[config.mk]
export PLATFORM = sky130hd
export DESIGN_NAME = gift_slayer_serial_3sh_flat
export DESIGN_NICKNAME = d
export VERILOG_FILES = /design/src/rtl/gift_slayer_serial_3sh_if.sv /design/src/rtl/gift_slayer_serial_3sh.sv /design/src/flat_wrapper.sv
export SDC_FILE = /design/constraint.sdc
export NUM_CORES = 1
export LEC_CHECK = 0
export CORE_ASPECT_RATIO = 1.4
export CORE_MARGIN = 5
export CORE_UTILIZATION = 40
export CTS_CLUSTER_DIAMETER = 30
export DETAILED_ROUTE_END_ITERATION = 12
export PLACE_DENSITY = 0.7
export SYNTH_ARGS = -nofsm -noshare
export SYNTH_HDL_FRONTEND = slang
export SYNTH_SLANG_ARGS = --single-unit
[constraint.sdc]
create_clock -name clk -period 1.8 [get_ports clk]
set_input_delay 0.27 -clock clk [delete_from_list [all_inputs] [get_ports clk]]
set_output_delay 0.27 -clock clk [all_outputs]
set_load 0.02 [all_outputs]
[src/rtl/gift_slayer_serial_3sh_if.sv]
// Handshake and share bus of the nibble-serial 3-share GIFT-64 substitution layer.
interface gift_slayer_serial_3sh_if #(
    parameter int unsigned NIB = 16
);
    logic             start;
    logic [4*NIB-1:0] in1;
    logic [4*NIB-1:0] in2;
    logic [4*NIB-1:0] in3;
    logic             busy;
    logic             done;
    logic [4*NIB-1:0] out1;
    logic [4*NIB-1:0] out2;
    logic [4*NIB-1:0] out3;

    modport master (
        output start, in1, in2, in3,
        input  busy, done, out1, out2, out3
    );

    modport slave (
        input  start, in1, in2, in3,
        output busy, done, out1, out2, out3
    );
endinterface

[src/rtl/gift_slayer_serial_3sh.sv]
// Nibble-serial substitution layer for 3-share masked GIFT-64: one shared S-box core, 18-cycle layer.
// Optional macro SLAYER_CLEAR_EN clears outputs on start and gates core inputs outside feed cycles.
module gift_slayer_serial_3sh #(
    parameter int unsigned NIB = 16
) (
    input logic                     clk,
    input logic                     rst,
    gift_slayer_serial_3sh_if.slave bus
);
    localparam int unsigned W    = 4 * NIB;
    localparam int unsigned CntW = (NIB > 1) ? $clog2(NIB) : 1;
    localparam logic [CntW-1:0] CntLast = CntW'(NIB - 1);

    typedef enum logic [1:0] {StIdle, StFeed, StDrain} state_e;

    state_e          state_q;
    logic [CntW-1:0] cnt_q;
    logic            valid_q;
    logic            busy_q;
    logic            done_q;
    logic [W-1:0]    sr1_q, sr2_q, sr3_q;
    logic [W-1:0]    out1_q, out2_q, out3_q;

    logic [3:0]      core_in1, core_in2, core_in3;
    logic [3:0]      core_out1_d, core_out2_d, core_out3_d;
    logic [3:0]      core_out1_q, core_out2_q, core_out3_q;
    logic [2:0]      x_sh [4];
    logic [2:0]      y_sh [4];

    // Output share that absorbs a cross-share product: the first share index the term does not
    // touch, so no single output share sees all inputs of a term whenever that is possible.
    function automatic logic [2:0] dest(input logic [2:0] used, input logic [2:0] tie);
        if (!used[0]) return 3'b001;
        if (!used[1]) return 3'b010;
        if (!used[2]) return 3'b100;
        return tie;
    endfunction

    // Masked AND of two bits; bit s of each operand is its share s.
    function automatic logic [2:0] and2(input logic [2:0] a, input logic [2:0] b);
        logic [2:0] r;
        r = '0;
        for (int s = 0; s < 3; s++) begin
            for (int t = 0; t < 3; t++) begin
                r = r ^ (dest((3'b001 << s) | (3'b001 << t), 3'b001) & {3{a[s] & b[t]}});
            end
        end
        return r;
    endfunction

    function automatic logic [2:0] and3(input logic [2:0] a, input logic [2:0] b,
                                        input logic [2:0] c);
        logic [2:0] r;
        r = '0;
        for (int s = 0; s < 3; s++) begin
            for (int t = 0; t < 3; t++) begin
                for (int u = 0; u < 3; u++) begin
                    r = r ^ (dest((3'b001 << s) | (3'b001 << t) | (3'b001 << u), 3'b001 << s)
                             & {3{a[s] & b[t] & c[u]}});
                end
            end
        end
        return r;
    endfunction

`ifdef SLAYER_CLEAR_EN
    assign core_in1 = (state_q == StFeed) ? sr1_q[3:0] : 4'h0;
    assign core_in2 = (state_q == StFeed) ? sr2_q[3:0] : 4'h0;
    assign core_in3 = (state_q == StFeed) ? sr3_q[3:0] : 4'h0;
`else
    assign core_in1 = sr1_q[3:0];
    assign core_in2 = sr2_q[3:0];
    assign core_in3 = sr3_q[3:0];
`endif

    always_comb begin
        for (int b = 0; b < 4; b++) begin
            x_sh[b] = {core_in3[b], core_in2[b], core_in1[b]};
        end
    end

    // GIFT S-box in algebraic normal form, evaluated share-wise; the constant lands on share 1.
    assign y_sh[0] = 3'b001 ^ x_sh[0] ^ x_sh[1] ^ x_sh[2] ^ x_sh[3] ^ and2(x_sh[0], x_sh[1]);
    assign y_sh[1] = x_sh[0] ^ x_sh[2] ^ x_sh[3] ^ and2(x_sh[0], x_sh[1])
                     ^ and2(x_sh[0], x_sh[2]);
    assign y_sh[2] = x_sh[1] ^ x_sh[2] ^ and2(x_sh[0], x_sh[3]) ^ and2(x_sh[1], x_sh[3])
                     ^ and3(x_sh[1], x_sh[2], x_sh[3]);
    assign y_sh[3] = x_sh[0] ^ and2(x_sh[1], x_sh[3]) ^ and3(x_sh[0], x_sh[2], x_sh[3]);

    always_comb begin
        for (int b = 0; b < 4; b++) begin
            core_out1_d[b] = y_sh[b][0];
            core_out2_d[b] = y_sh[b][1];
            core_out3_d[b] = y_sh[b][2];
        end
    end

    // Core pipeline register carries no reset; valid_q qualifies its contents.
    always_ff @(posedge clk) begin
        core_out1_q <= core_out1_d;
        core_out2_q <= core_out2_d;
        core_out3_q <= core_out3_d;
    end

    always_ff @(posedge clk) begin
        if (rst) begin
            state_q <= StIdle;
            cnt_q   <= '0;
            valid_q <= 1'b0;
            busy_q  <= 1'b0;
            done_q  <= 1'b0;
            sr1_q   <= '0;
            sr2_q   <= '0;
            sr3_q   <= '0;
            out1_q  <= '0;
            out2_q  <= '0;
            out3_q  <= '0;
        end else begin
            done_q  <= 1'b0;
            valid_q <= (state_q == StFeed);
            if (valid_q) begin
                out1_q <= {core_out1_q, out1_q[W-1:4]};
                out2_q <= {core_out2_q, out2_q[W-1:4]};
                out3_q <= {core_out3_q, out3_q[W-1:4]};
            end
            unique case (state_q)
                StIdle: begin
                    if (bus.start) begin
                        state_q <= StFeed;
                        busy_q  <= 1'b1;
                        cnt_q   <= '0;
                        sr1_q   <= bus.in1;
                        sr2_q   <= bus.in2;
                        sr3_q   <= bus.in3;
`ifdef SLAYER_CLEAR_EN
                        out1_q  <= '0;
                        out2_q  <= '0;
                        out3_q  <= '0;
`endif
                    end
                end
                StFeed: begin
                    sr1_q <= {4'h0, sr1_q[W-1:4]};
                    sr2_q <= {4'h0, sr2_q[W-1:4]};
                    sr3_q <= {4'h0, sr3_q[W-1:4]};
                    cnt_q <= cnt_q + 1'b1;
                    if (cnt_q == CntLast) begin
                        state_q <= StDrain;
                    end
                end
                StDrain: begin
                    state_q <= StIdle;
                    busy_q  <= 1'b0;
                    done_q  <= 1'b1;
                end
                default: state_q <= StIdle;
            endcase
        end
    end

    assign bus.busy = busy_q;
    assign bus.done = done_q;
    assign bus.out1 = out1_q;
    assign bus.out2 = out2_q;
    assign bus.out3 = out3_q;
endmodule

[src/flat_wrapper.sv]
// flat-port wrapper written by rule: the top's interface ports become plain ports
module gift_slayer_serial_3sh_flat 
#(
    parameter int unsigned NIB = 16
)
  (clk, rst, bus_start, bus_in1, bus_in2, bus_in3, bus_busy, bus_done, bus_out1, bus_out2, bus_out3);
  gift_slayer_serial_3sh_if #(.NIB(NIB)) bus_i ();
  input logic clk;
  input logic rst;
  input wire logic [$bits(bus_i.start)-1:0] bus_start;
  input wire logic [$bits(bus_i.in1)-1:0] bus_in1;
  input wire logic [$bits(bus_i.in2)-1:0] bus_in2;
  input wire logic [$bits(bus_i.in3)-1:0] bus_in3;
  output wire logic [$bits(bus_i.busy)-1:0] bus_busy;
  output wire logic [$bits(bus_i.done)-1:0] bus_done;
  output wire logic [$bits(bus_i.out1)-1:0] bus_out1;
  output wire logic [$bits(bus_i.out2)-1:0] bus_out2;
  output wire logic [$bits(bus_i.out3)-1:0] bus_out3;
  assign bus_i.start = bus_start;
  assign bus_i.in1 = bus_in1;
  assign bus_i.in2 = bus_in2;
  assign bus_i.in3 = bus_in3;
  assign bus_busy = bus_i.busy;
  assign bus_done = bus_i.done;
  assign bus_out1 = bus_i.out1;
  assign bus_out2 = bus_i.out2;
  assign bus_out3 = bus_i.out3;
  gift_slayer_serial_3sh #(.NIB(NIB)) u_core (.clk(clk), .rst(rst), .bus(bus_i));
endmodule
==> out/qor.yml <==
outcome:
  status: "finished clean"
timing:
  setup_viol: 0
  min_period_ns: 1.69
  post-route-period-util: 0.937
  slew_viol_final: 0
  fmax_mhz: 593
  rsz0062_at_grt: "false"
  worst-slew-pin-transition_ns: 0.435
  timing_hold_violations_final: 0
  worst_clock_skew_ns: 0.0182
  max_slew_margin: 0.710
  worst_slack_ns: 0.113
synthesis:
  synthDistinctLibCells: 45
  avgSynthCellArea_um2: 8.77
  syn_area_um2: 16400
  syn_nets: 2074
  synth_ff_type: "dfxtp_1"
  synth-edff-count: 0
  synth-seq-cells: 405
  synthCells: 1869
  synthArstFlopShare: 0
  ys_warn_count: 0
  yosysSeqAreaShare: 0.495
final_layout:
  final_common_cell: "nor2_1"
  layout-drive-gt1-share: 0.114
  seq_area_um2: 8110
  final_cell_mix: "nor2_1, dfxtp_1, mux2i_1"
  areaGrowthSynthToFinish_pct: 43.2
  finalNetCount: 2479
  nFillCells: 3588
  instances_no_fill: 2873
  multi_input_area_um2: 7490
floorplan:
  die_area_um2: 45200
  rows: 87
  die_y_um: 249
  die_w_um: 181
  core_um2: 40400
  start_util: 0.406
  io_pins: 389
routing:
  num_vias: 14400
  drtIter0Drc: 753
  ant_nets: 0
  drtPass1Iterations: 7
  routed_wl_um: 46300
  wire_per_inst_um: 16.1
  drcViolationCount: 0
  vias_per_cell: 5.01
global_routing:
  grt_max_degree: 68
  gr-usage-all-layers: 0.196
  grt_overflow: 0
  grt_pass1_vias: 14400
  antenna_found_initial: 10
  grt_pass1_wl_um: 73700
clock_tree:
  clkTransAtPathRegs_ns: 0.06
  clockRootBuffer: "clkbuf_16"
  h-tree-depth: 3
  clk_path_buf_depth: 3
  numCtsBuffers: 71
  cts_sinks: 405
  clock_latency_ns: 0.58
  cts_tree: "yes"
  post_cts_buffers: 0
  hold_buffers: 0
worst_setup_path:
  cp_max_fo: 7
  required_ns: 2.25
  start_kind: "flip-flop"
  worst-setup-path-type: "reg2reg"
  end_kind: "flip-flop"
  arrival_ns: 2.13
min_path:
  hold_class: "in2reg"
place:
  post-dp-hpwl_um: 33000
  placedCellCount: 2735
  port_buffers: 388
  post-place-ws_ns: -0.0392
  gp_congestion: 0.871
run:
  max_cap_violations: 0
pwr:
  p_leak_nw: 10.3
  power_density_nw_per_um2: 1120
  ir_worst_vdd_uv: 690
## logic make-up (layout without fill, tap and decap cells)
kind of cell,after synthesis,after routing,synth area share
simple gates,987,987,0.269
flops,405,405,0.495
mux,195,195,0.119
buf+inv,149,611,0.0490
xor+xnor,66,66,0.0357
compound gates,57,57,0.0243
fa+ha+maj,10,10,0.00764
other cells,0,8,0
## area by class of cell
cell class | count | share of cell area
clock buffers | 88 | 0.0854
multi-input cells | 1315 | 0.319
clock inverters | 42 | 0.0184
diodes | 8 | 0.000853
inverters | 5 | 0.000800
flip-flops and latches | 405 | 0.346
well taps | 534 | 0.0285
repair buffers | 476 | 0.201
## cell usage after synthesis, types with 2 or more instances
| library cell | count | share of area |
|---|---|---|
| o221ai_1 | 2 | 0.0011 |
| a21oi_1 | 12 | 0.0037 |
| dfxtp_1 | 405 | 0.49 |
| clkbuf_1 | 44 | 0.010 |
| buf_4 | 7 | 0.0032 |
| buf_2 | 71 | 0.022 |
| nand2_1 | 29 | 0.0066 |
| nor2_1 | 756 | 0.17 |
| inv_1 | 3 | 0.00069 |
| buf_1 | 6 | 0.0014 |
| a31oi_1 | 2 | 0.00076 |
| o21ai_1 | 3 | 0.00092 |
| buf_6 | 15 | 0.010 |
| nand3_1 | 6 | 0.0018 |
| nor3b_1 | 2 | 0.00092 |
| nor4_1 | 143 | 0.055 |
| nor2b_1 | 2 | 0.00076 |
| nand2b_1 | 5 | 0.0019 |
| nand4_1 | 3 | 0.0011 |
| mux2i_1 | 194 | 0.12 |
| nor3_1 | 3 | 0.00092 |
| a22oi_1 | 16 | 0.0073 |
| o21ai_0 | 11 | 0.0034 |
| a2111oi_2 | 4 | 0.0037 |
| xnor2_1 | 42 | 0.022 |
| nor4_2 | 32 | 0.024 |
| xor2_1 | 23 | 0.012 |
| inv_2 | 2 | 0.00046 |
| ha_1 | 10 | 0.0076 |
## power by group
part / leakage (nW) / switching, W / internal, W
Clock: 1.19 / 0.00482 / 0.00850
Combinational: 5.79 / 0.00154 / 0.00150
Sequential: 3.32 / 0.000347 / 0.00957
## worst max-delay path: stages (launching register included)
cell,delay (ns)
dfxtp_1,0.41
buf_4,0.20
xnor2_1,0.14
xnor2_1,0.15
xnor2_1,0.13
nand2_1,0.08
xnor2_1,0.24
xnor2_1,0.21
## state kept, by name, summed over array words and instances (netlist names), 2 cells and up
signal / flops
u_core.cnt_q: 4
u_core.sr1_q: 64
u_core.sr2_q: 64
u_core.core_out1_q: 4
u_core.core_out2_q: 4
u_core.core_out3_q: 4
u_core.sr3_q: 64
u_core.state_q: 2
u_core.bus.out1: 64
u_core.bus.out3: 64
u_core.bus.out2: 64
## final timing paths
| path | from | to | slack (ns) | cells past startpoint |
|---|---|---|---|---|
| worst max register to register | u_core.sr2_q[1] | u_core.core_out1_q[2] | 0.11 | 7 |
| worst min register to register | u_core.core_out1_q[2] | u_core.bus.out1[62] | 0.46 | 2 |
| worst max-delay path | u_core.sr2_q[1] | u_core.core_out1_q[2] | 0.11 | 7 |
| worst min-delay path | rst | u_core.bus.out2[48] | 0.08 | 2 |
## what timing repair did
item	4_1_cts	5_1_grt
hold endpoints to repair	0	0
setup endpoints to repair	193	5
gates cloned	0	0
resized for setup	193	4
## stage by stage
step	utilization	instance area, um^2	TNS [ns]	hold WS (ns)	total power [W]
finish	0.581	23500	0	0.0798	0.0263
detailed placement	0.526	21200	-0.175	0.464	0.0132
floorplan	-	16400	0	0.418	0.0119
global placement	0.526	21200	-0.0314	0.450	0.0131
global route	0.581	23500	0	0.0909	0.0273
CTS	0.580	23400	0	0.0538	0.0266
## metal layers
metal | wire length, um | global-route usage | share of wire
met5 | 21 | 0 | 0.00045
met4 | 1770 | 0.0970 | 0.038
met3 | 2690 | 0.0446 | 0.058
met2 | 23900 | 0.350 | 0.52
met1 | 17900 | 0.218 | 0.39
Note: power is estimated with default switching activity, not from simulation.
